**src/rtl/rs_pkg.sv**
```systemverilog
`default_nettype none
// ============================================================================
//  Module      : rs_pkg
//  Description : Shared constants and types for the RS(32,28) GF(256) codec.
//  Revision    : 1.0 - initial release
// ============================================================================
package rs_pkg;

  // Field polynomial x^8 + x^4 + x^3 + x^2 + 1
  localparam logic [8:0] RS_FIELD_POLY = 9'h11D;

  // Number of parity symbols appended per codeword
  localparam int RS_N_PARITY = 4;

  // g(x) = x^4 + G3*x^3 + G2*x^2 + G1*x + G0, roots 1, a, a^2, a^3
  localparam logic [7:0] RS_G0 = 8'h40;
  localparam logic [7:0] RS_G1 = 8'h78;
  localparam logic [7:0] RS_G2 = 8'h36;
  localparam logic [7:0] RS_G3 = 8'h0F;

  typedef enum logic [0:0] {
    S_DATA   = 1'b0,
    S_PARITY = 1'b1
  } rs_state_e;

endpackage
`default_nettype wire

```
**src/rtl/gf256_mult.sv**
```systemverilog
`default_nettype none
// ============================================================================
//  Module      : gf256_mult
//  Description : Combinational GF(256) multiplier, reduction by RS_FIELD_POLY.
//  Revision    : 1.0 - initial release
// ============================================================================
module gf256_mult
  import rs_pkg::*;
(
  input  logic [7:0] a,
  input  logic [7:0] b,
  output logic [7:0] p
);

  logic [7:0] acc;
  logic [7:0] sh;

  // Shift-and-add: walk the bits of b, doubling a (mod poly) each step
  always_comb begin
    acc = 8'h00;
    sh  = a;
    for (int i = 0; i < 8; i++) begin
      if (b[i]) acc = acc ^ sh;
      sh = sh[7] ? ({sh[6:0], 1'b0} ^ RS_FIELD_POLY[7:0]) : {sh[6:0], 1'b0};
    end
    p = acc;
  end

endmodule
`default_nettype wire

```
**src/rtl/rs_enc_parity_gen.sv**
```systemverilog
`default_nettype none
// ============================================================================
//  Module      : rs_enc_parity_gen
//  Description : Systematic RS(32,28) encoder. Passes DATA_LEN data symbols
//                through and appends 4 parity symbols (p3 first).
//  Revision    : 1.0 - initial release
// ============================================================================
module rs_enc_parity_gen
  import rs_pkg::*;
#(
  parameter int DATA_LEN = 28
) (
  input  logic       i_clk,
  input  logic       i_resb,
  input  logic       i_frame_sync,
  input  logic [7:0] i_data,
  input  logic       i_valid,
  output logic       o_ready,
  output logic [7:0] o_data,
  output logic       o_valid,
  input  logic       i_ready,
  output logic       o_sof,
  output logic       o_eof
);

  localparam logic [7:0] LAST_DATA = 8'(DATA_LEN - 1);
  localparam logic [7:0] LAST_PAR  = 8'(RS_N_PARITY - 1);

  rs_state_e  state, state_nxt;
  logic [7:0] cnt, cnt_nxt;
  logic [7:0] p0, p1, p2, p3;
  logic [7:0] p0_nxt, p1_nxt, p2_nxt, p3_nxt;
  logic [7:0] data_nxt;
  logic       valid_nxt, sof_nxt, eof_nxt;

  logic       slot_free;
  logic       accept;
  logic [7:0] fb;
  logic [7:0] m0, m1, m2, m3;

  // Single output register, no skid: a new symbol may load only when the
  // current one is absent or being taken this cycle.
  assign slot_free = !o_valid || i_ready;
  assign o_ready   = i_resb && !i_frame_sync && (state == S_DATA) && slot_free;
  assign accept    = i_valid && o_ready;
  assign fb        = i_data ^ p3;

  gf256_mult u_mul_g0 (.a(fb), .b(RS_G0), .p(m0));
  gf256_mult u_mul_g1 (.a(fb), .b(RS_G1), .p(m1));
  gf256_mult u_mul_g2 (.a(fb), .b(RS_G2), .p(m2));
  gf256_mult u_mul_g3 (.a(fb), .b(RS_G3), .p(m3));

  // Next-state: LFSR update on data accept, LFSR drain during parity
  always_comb begin
    state_nxt = state;
    cnt_nxt   = cnt;
    p0_nxt    = p0;
    p1_nxt    = p1;
    p2_nxt    = p2;
    p3_nxt    = p3;
    data_nxt  = o_data;
    valid_nxt = o_valid;
    sof_nxt   = o_sof;
    eof_nxt   = o_eof;

    if (slot_free) begin
      valid_nxt = 1'b0;
      sof_nxt   = 1'b0;
      eof_nxt   = 1'b0;
    end

    case (state)
      S_DATA: begin
        if (accept) begin
          p3_nxt    = p2 ^ m3;
          p2_nxt    = p1 ^ m2;
          p1_nxt    = p0 ^ m1;
          p0_nxt    = m0;
          data_nxt  = i_data;
          valid_nxt = 1'b1;
          sof_nxt   = (cnt == 8'd0);
          eof_nxt   = 1'b0;
          if (cnt == LAST_DATA) begin
            state_nxt = S_PARITY;
            cnt_nxt   = 8'd0;
          end else begin
            cnt_nxt = cnt + 8'd1;
          end
        end
      end
      S_PARITY: begin
        if (slot_free) begin
          data_nxt  = p3;
          p3_nxt    = p2;
          p2_nxt    = p1;
          p1_nxt    = p0;
          p0_nxt    = 8'h00;
          valid_nxt = 1'b1;
          sof_nxt   = 1'b0;
          eof_nxt   = (cnt == LAST_PAR);
          if (cnt == LAST_PAR) begin
            state_nxt = S_DATA;
            cnt_nxt   = 8'd0;
          end else begin
            cnt_nxt = cnt + 8'd1;
          end
        end
      end
      default: begin
        state_nxt = S_DATA;
        cnt_nxt   = 8'd0;
      end
    endcase
  end

  // State register; frame sync restarts exactly like reset
  always_ff @(posedge i_clk) begin
    if (!i_resb || i_frame_sync) begin
      state   <= S_DATA;
      cnt     <= 8'd0;
      p0      <= 8'h00;
      p1      <= 8'h00;
      p2      <= 8'h00;
      p3      <= 8'h00;
      o_data  <= 8'h00;
      o_valid <= 1'b0;
      o_sof   <= 1'b0;
      o_eof   <= 1'b0;
    end else begin
      state   <= state_nxt;
      cnt     <= cnt_nxt;
      p0      <= p0_nxt;
      p1      <= p1_nxt;
      p2      <= p2_nxt;
      p3      <= p3_nxt;
      o_data  <= data_nxt;
      o_valid <= valid_nxt;
      o_sof   <= sof_nxt;
      o_eof   <= eof_nxt;
    end
  end

endmodule
`default_nettype wire

```
**config.mk**
```make
export PLATFORM = sky130hd
export DESIGN_NAME = rs_enc_parity_gen
export DESIGN_NICKNAME = d
export VERILOG_FILES = /design/src/rtl/rs_pkg.sv /design/src/rtl/gf256_mult.sv /design/src/rtl/rs_enc_parity_gen.sv
export SDC_FILE = /design/constraint.sdc
export NUM_CORES = 1
export LEC_CHECK = 0
export ABC_AREA = 1
export CAP_MARGIN = 0
export CORE_MARGIN = 2
export CORE_UTILIZATION = 55
export CTS_CLUSTER_DIAMETER = 150
export CTS_CLUSTER_SIZE = 20
export DETAILED_ROUTE_END_ITERATION = 12
export GPL_TIMING_DRIVEN = 1
export HOLD_SLACK_MARGIN = 0.02
export PLACE_DENSITY = 0.76
export REMOVE_ABC_BUFFERS = 1
export SETUP_SLACK_MARGIN = 0.1
export SYNTH_ARGS = -nofsm -noshare
export SYNTH_HDL_FRONTEND = slang
export SYNTH_HIERARCHICAL = 1
export SYNTH_SLANG_ARGS = --single-unit
export TNS_END_PERCENT = 100
```
**constraint.sdc**
```tcl
create_clock -name i_clk -period 4.06 [get_ports i_clk]
set_clock_uncertainty 0.15 [all_clocks]
set_input_delay 0.609 -clock i_clk [delete_from_list [all_inputs] [get_ports i_clk]]
set_output_delay 0.609 -clock i_clk [all_outputs]
set_load 0.01 [all_outputs]
```
After elaboration in Yosys (flattened, before gate mapping). Cells that the tools add are included.

Equality and inequality tests: 4. Bitwise gates (word level): 20. Multiplexer cells: 43. Reductions and logical operators: 11. $add $sub $neg: 1.

Operator list (number): $mux 8 (14); $xor 8x8->8 (13); $pmux 8 s2 (6); $mux 5 (6); $not 4->4 (6); $mux 1 (13); $add 8x1->8 const B (1); $eq 8x2->1 const B (1); $eq 8x5->1 const B (1); $logic_not 8->1 (1); $pmux 1 s2 (4); $logic_and 1x1->1 (4); $logic_not 1->1 (3); $logic_or 1x1->1 (2); $ne 2x1->1 const B (1); $ne 2x2->1 const B (1); $reduce_and 2->1 (1); $not 1->1 (1).

Input port bits: 13. Output and inout port bits: 12. Logic and storage cells: 89. Register bits: 52.

Longest topological paths before layout.
Depth after elaboration: 17. Gate-level depth with buffers: 19. Mapped depth without buffers: 19.

Modules after synthesis. Netlist, hierarchy kept.

By module, submodules not included: gf256_mult at u_mul_g1 ... (seq. area each 0.0 µm², area each 1616.6 µm², times used 3, cells each 335); rs_enc_parity_gen (seq. area each 1041.0 µm², area each 2560.0 µm², times used 1, cells each 355); gf256_mult at u_mul_g0 (seq. area each 0.0 µm², area each 1512.7 µm², times used 1, cells each 326).

Worst setup path before layout. No wires, ideal clock.

Path type: input -> register. Start: in i_data[6]. End: reg p1[4]. Path slack: 1.031 ns. Required time: 3.788 ns. Buffers on the path: 0. Data arrival time: 2.757 ns. Library setup time: 0.122 ns. Stages on the path: 19. Cell sequence: xor2_1 -> inv_2 -> nand2_1 -> nand3_2 -> nand2_1 -> nand2_1 -> nand2_2 -> nand2_2 -> nand2_2 -> inv_1 -> nor2_1 -> nand2_1 -> nand2_1 -> inv_1 -> nand2_1 -> nand2_1 -> nand2_1 -> xor2_1 -> a21oi_1.

Longest elaborated chain between the ends: 13. Elaborated cells on any way between the ends: 16. Those cells by class: mux (7); bitwise (9).

Ends and longest elaborated chain: from (decl) (line rs_enc_parity_gen.sv:16) `input logic [7:0] i_data,`; $xor 8x8->8 (*) (line rs_enc_parity_gen.sv:46) `assign fb = i_data ^ p3;`; $mux 5 (*) (line gf256_mult.sv:24) `sh = sh[7] ? ({sh[6:0], 1'b0} ^ RS_FIELD_POLY[7:0]) : {sh[6:0], 1'b0};`; $mux 5 (line gf256_mult.sv:24); $not 4->4 (no source line); $mux 5 (line gf256_mult.sv:24); $not 4->4 (no source line); $mux 5 (line gf256_mult.sv:24); $not 4->4 (no source line); $mux 5; $xor 8x8->8 (*) (line gf256_mult.sv:23) `if (b[i]) acc = acc ^ sh;`; via m1[4] (line rs_enc_parity_gen.sv:39) `logic [7:0] m0, m1, m2, m3;`; $xor 8x8->8 (*) (line rs_enc_parity_gen.sv:77) `p1_nxt = p0 ^ m1;`; $mux 8 (*) (line rs_enc_parity_gen.sv:74) `if (accept) begin`; $pmux 8 s2 (*) (line rs_enc_parity_gen.sv:72) `case (state)`; to (signal assigned) (line rs_enc_parity_gen.sv:133) `p1 <= p1_nxt;`; to (decl) (line rs_enc_parity_gen.sv:31) `logic [7:0] p0, p1, p2, p3;`.

The timed path passes the listed nets; every way through them passes the cells marked *. The select of a mux whose other input is x is not followed. A chain may end at the register's enable or synchronous reset.

Final worst setup path.
Start: in i_data[0]. End: reg p2[4].

Longest elaborated chain between the ends: 13.

Ends and longest elaborated chain: $xor 8x8->8 (*) (line rs_enc_parity_gen.sv:46); via fb[0] (line rs_enc_parity_gen.sv:38) `logic [7:0] fb;`; $mux 5 (*) (line gf256_mult.sv:24); $not 4->4 (no source line); $mux 5 (*) (line gf256_mult.sv:24); $not 4->4 (no source line); $mux 5 (*) (line gf256_mult.sv:24); $not 4->4 (no source line); $mux 5 (*) (line gf256_mult.sv:24); $xor 8x8->8 (*) (2 in a row) (line gf256_mult.sv:23); via m2[4] (line rs_enc_parity_gen.sv:39); $xor 8x8->8 (*) (line rs_enc_parity_gen.sv:76) `p2_nxt = p1 ^ m2;`; $mux 8 (*) (line rs_enc_parity_gen.sv:74); $pmux 8 s2 (*) (line rs_enc_parity_gen.sv:72); to (signal assigned) (line rs_enc_parity_gen.sv:134) `p2 <= p2_nxt;`; to (decl) (line rs_enc_parity_gen.sv:31).

Marked as above.

==> qor.txt <==
====================================================================================
Weighted congestion at the end of routability-driven global placement         0.9583
Iteration-0 DRC Markers                                                          600
Achievable Freq                                                            291.4 MHz
Netlist cell types                                                                33
Final max-slew violation count                                                     0
Max Cap Viol                                                                       0
Post-CTS Setup Bufs                                                                0
Antenna Cells                                                                      0
Die height                                                                  131.4 um
Max Root-Sink Buffers                                                              2
Maximum number of pins on one net before global-route repair                      38
Critical R2R Capture                                                           p2[4]
Data required time at the worst endpoint                                     4140 ps
Effective utilization at floorplan                                            56.17%
CP max FO                                                                          9
Net switching component of the power                                        1.354 mW
Cell types occupying the most area after synthesis                      sky130_fd_sc_hd__nand2_1, sky130_fd_sc_hd__dfxtp_1, sky130_fd_sc_hd__nand3_1, sky130_fd_sc_hd__xor2_1, sky130_fd_sc_hd__inv_1
Internal portion of total power                                             1.380 mW
Die ar.                                                                    17260 um2
Final setup viols                                                                  0
Port Buf Inserts                                                                  24
P per Cell Area                                                         276.1 nW/um2
Total wire length after detailed routing                                    23640 um
I/O pin count                                                                     25
Via density per instance                                                       4.959
Switching portion of total power                                              49.52%
Number of warnings reported in the yosys synthesis log                             6
Slew margin rel.                                                              52.22%
Drc violations                                                                     0
Number of global-route vias before repair                                       8768
Clock tree from TritonCTS                                                      built
Peak supply drop                                                           0.1643 mV
Mapped Avg Cell Area                                                       5.292 um2
Slowest cell on the critical path                                       sky130_fd_sc_hd__xor2_1
Worst-path clk slew                                                            70 ps
Hpwl dp                                                                     18440 um
Total iterations of the first detailed-routing run                                 6
#FFs+latches synth                                                                52
Final Hold Viols                                                                   0
Stage delay of the slowest cell on the critical path                          560 ps
# resized after CTS                                                                0
Number of buffers added to fix hold violations after cts                           0
Leakage power figure                                                        5.707 nW
Clock insertion delay at the later pin of the skew report                     290 ps
Post-Synthesis Cells                                                            1686
Number of antenna violations at the first check in global routing                  0
Total overflow reported by the global router                                       0
Share of the synthesized area in the top cell type                            31.51%
Share of post-route cells with drive strength above 1                         7.774%
Critical-path cell list                                                 clkdlybuf4s50_1 > xor2_1 > buf_4 > inv_1 > nand2_1 > nand3_2 > nand2_1 > nand2_1 > nand2_2 > nand2_2 > nand2_2 > inv_1 > nor2_1 > nand2_1 > nand2_1 > nand2_1 > nand2_1 > nand2_1 > xor2_1 > a21oi_1
Worst setup endpoint                                                           p2[4]
TritonCTS Buffers                                                                  5
Global-route wire length before repair                                      40130 um
Top cell type by total area after synthesis                             sky130_fd_sc_hd__nand2_1
Final Critical Period                                                        3431 ps
Cells after DPL                                                                 1997
Worst Setup End Kind                                                            flop
Transition at the pin with the smallest max-transition slack                715.6 ps
Total negative setup slack                                                      0 ps
Clock network power share                                                      15.1%
Sequential share of the synthesized area                                      11.67%
Sinks on Clock Net                                                                52
Number of routed nets with antenna violations                                      0
Worst reg2reg startpoint                                                       p3[0]
Type of the worst setup path                                            input pin to flop
Syn Std Cell Area                                                           8922 um2
Clock root buffer                                                       sky130_fd_sc_hd__clkbuf_16
Comb power frac                                                                65.5%
Crit path launch type                                                      input pin
Layout area overhead                                                          10.98%
Finished Layout Cells                                                           2004
GRT Resource Usage Total                                                      27.25%
WL per Instance                                                             11.80 um
Core Region                                                                15890 um2
R2r worst-path depth                                                              19
Standard-cell rows                                                                46
Number of vias in the routed layout                                             9938
Cell occurring most often along the worst timing path                   sky130_fd_sc_hd__nand2_1
Unrepaired setup endpoints after global routing                                false
Reg power frac                                                                 19.4%
Crit share post-route                                                         84.51%
Min-Delay Path Class                                                    flop to flop
# H-tree levels                                                                    2
Width of the die                                                            131.4 um
Reg2reg setup slack                                                          1090 ps
Data arrival time of the worst path                                          3510 ps
Status                                                                  complete, no violations
CP Launch Point                                                            i_data[0]
Net count of the finished layout                                                1803
====================================================================================
-- final cells by class --
type                    count  area, um2
clock buffers               5      125.1
flip-flops and latches     52       1041
repair buffers             44      427.9
well taps                 216      270.3
clock inverters             2      12.51
multi-input cells        1492       7300
inverters                 193      725.7
fillers                  1643       5983
-- per-stage QoR --
step           cell area (um2)  util [%]  power [mW]  hold slack, ps  worst slack (ps)
5_1_grt                   9902     62.33       3.003           330.7             477.0
2_1_floorplan             8991         -       1.921           321.5            -532.5
4_1_cts                   9902     62.33       2.654           315.2             704.1
6_report                  9902     62.33       2.734           313.2             628.8
3_3_place_gp              9764     61.47       2.213           305.0             482.9
3_5_place_dp              9764     61.47       2.242           304.6             426.9
-- state kept, by name, summed over array words and instances, names as in the netlist, named ones only --
signal,cells
p2,8
cnt,8
state,1
o_sof,1
p0,8
p3,8
o_valid,1
p1,8
o_data,8
-- layout by cell type (no fill, tap or decap), types with 2 or more instances in the layout --
master and instances:
sky130_fd_sc_hd__nand2_1 749, sky130_fd_sc_hd__nand3_1 188, sky130_fd_sc_hd__inv_1 176, sky130_fd_sc_hd__conb_1 107
sky130_fd_sc_hd__nor2_1 102, sky130_fd_sc_hd__xor2_1 88, sky130_fd_sc_hd__dfxtp_1 52, sky130_fd_sc_hd__a21oi_1 48
sky130_fd_sc_hd__nand2_2 48, sky130_fd_sc_hd__xnor2_1 43, sky130_fd_sc_hd__o21ai_0 29, sky130_fd_sc_hd__clkdlybuf4s50_1 24
sky130_fd_sc_hd__xnor2_2 18, sky130_fd_sc_hd__buf_4 17, sky130_fd_sc_hd__inv_2 15, sky130_fd_sc_hd__nand3b_1 14
sky130_fd_sc_hd__nand4_1 13, sky130_fd_sc_hd__nor2_2 9, sky130_fd_sc_hd__nand2_4 7, sky130_fd_sc_hd__o21ai_1 7
sky130_fd_sc_hd__nand3_2 6, sky130_fd_sc_hd__clkbuf_16 5, sky130_fd_sc_hd__xor2_4 4, sky130_fd_sc_hd__buf_12 3
sky130_fd_sc_hd__o21ai_2 3, sky130_fd_sc_hd__or2_1 3, sky130_fd_sc_hd__clkinv_2 2, sky130_fd_sc_hd__ha_1 2
-- metal layers --
layer	wire length (um)	GRT usage (%)	up-vias	share of wire [%]
li1	-	-	5282	-
met1	11130	36.88	4379	47
met2	10900	47.05	244	46
met3	1193	1.968	33	5.0
met4	414	6.944	0	1.8
met5	0	0	-	0
-- synth_stat cells --
cell type                  count
sky130_fd_sc_hd__nand2_1     749
sky130_fd_sc_hd__nand3_1     188
sky130_fd_sc_hd__inv_1       176
sky130_fd_sc_hd__nor2_1      102
sky130_fd_sc_hd__xor2_1       92
sky130_fd_sc_hd__dfxtp_1      52
sky130_fd_sc_hd__a21oi_1      48
sky130_fd_sc_hd__nand2_2      48
sky130_fd_sc_hd__xnor2_1      43
sky130_fd_sc_hd__o21ai_0      29
sky130_fd_sc_hd__buf_2        20
sky130_fd_sc_hd__xnor2_2      18
sky130_fd_sc_hd__clkbuf_1     16
sky130_fd_sc_hd__inv_2        15
sky130_fd_sc_hd__nand3b_1     14
sky130_fd_sc_hd__nand4_1      13
sky130_fd_sc_hd__buf_6         9
sky130_fd_sc_hd__nor2_2        9
sky130_fd_sc_hd__buf_4         8
sky130_fd_sc_hd__nand2_4       7
sky130_fd_sc_hd__o21ai_1       7
sky130_fd_sc_hd__nand3_2       6
sky130_fd_sc_hd__o21ai_2       3
sky130_fd_sc_hd__or2_1         3
sky130_fd_sc_hd__conb_1        2
sky130_fd_sc_hd__ha_1          2
sky130_fd_sc_hd__a31oi_1       1
sky130_fd_sc_hd__buf_1         1
sky130_fd_sc_hd__clkinv_1      1
sky130_fd_sc_hd__clkinv_2      1
sky130_fd_sc_hd__nand4_4       1
sky130_fd_sc_hd__nor3_1        1
sky130_fd_sc_hd__o211ai_1      1
-- how the worst min path moves through the flow --
stage,start,endpoint,slack (ps),depth (start not counted)
6_report,o_sof,o_sof,310,2
5_1_grt,o_sof,o_sof,330,2
4_1_cts,o_sof,o_sof,320,2
3_5_place_dp,o_sof,o_sof,300,2
3_3_place_gp,o_sof,o_sof,300,2
2_1_floorplan,p0[2],p0[2],320,2
-- critical path: cells and delay by family --
family                    cells  cell delay [ps]
AOI/OAI and AO/OA             1              130
buffers and inverters         4              920
xor gates and xnor gates      2              740
and+or+nand+nor              13             1120
-- kinds of logic (layout without fill, tap and decap cells) --
kind of cell / after synthesis / after routing / share of synthesized area (%)
AND/OR/NAND/NOR: 1141 / 1141 / 54.49
buffers and inverters: 247 / 244 / 11.78
XOR/XNOR: 153 / 153 / 16.53
AO/OA/AOI/OAI: 89 / 89 / 5.161
flip-flops: 52 / 52 / 11.67
adder cells (fa/ha/maj): 2 / 2 / 0.2804
other: 2 / 107 / 0.08417
-- power by group through the flow --
stage,Sequential (mW),Clock (mW),Combinational (mW)
finish,0.530,0.413,1.79
global placement,0.541,0,1.67
global route,0.531,0.440,2.03
CTS,0.530,0.416,1.71
detailed placement,0.541,0,1.70
floorplan,0.539,0,1.38
Note: power is estimated with default switching activity, not from simulation.
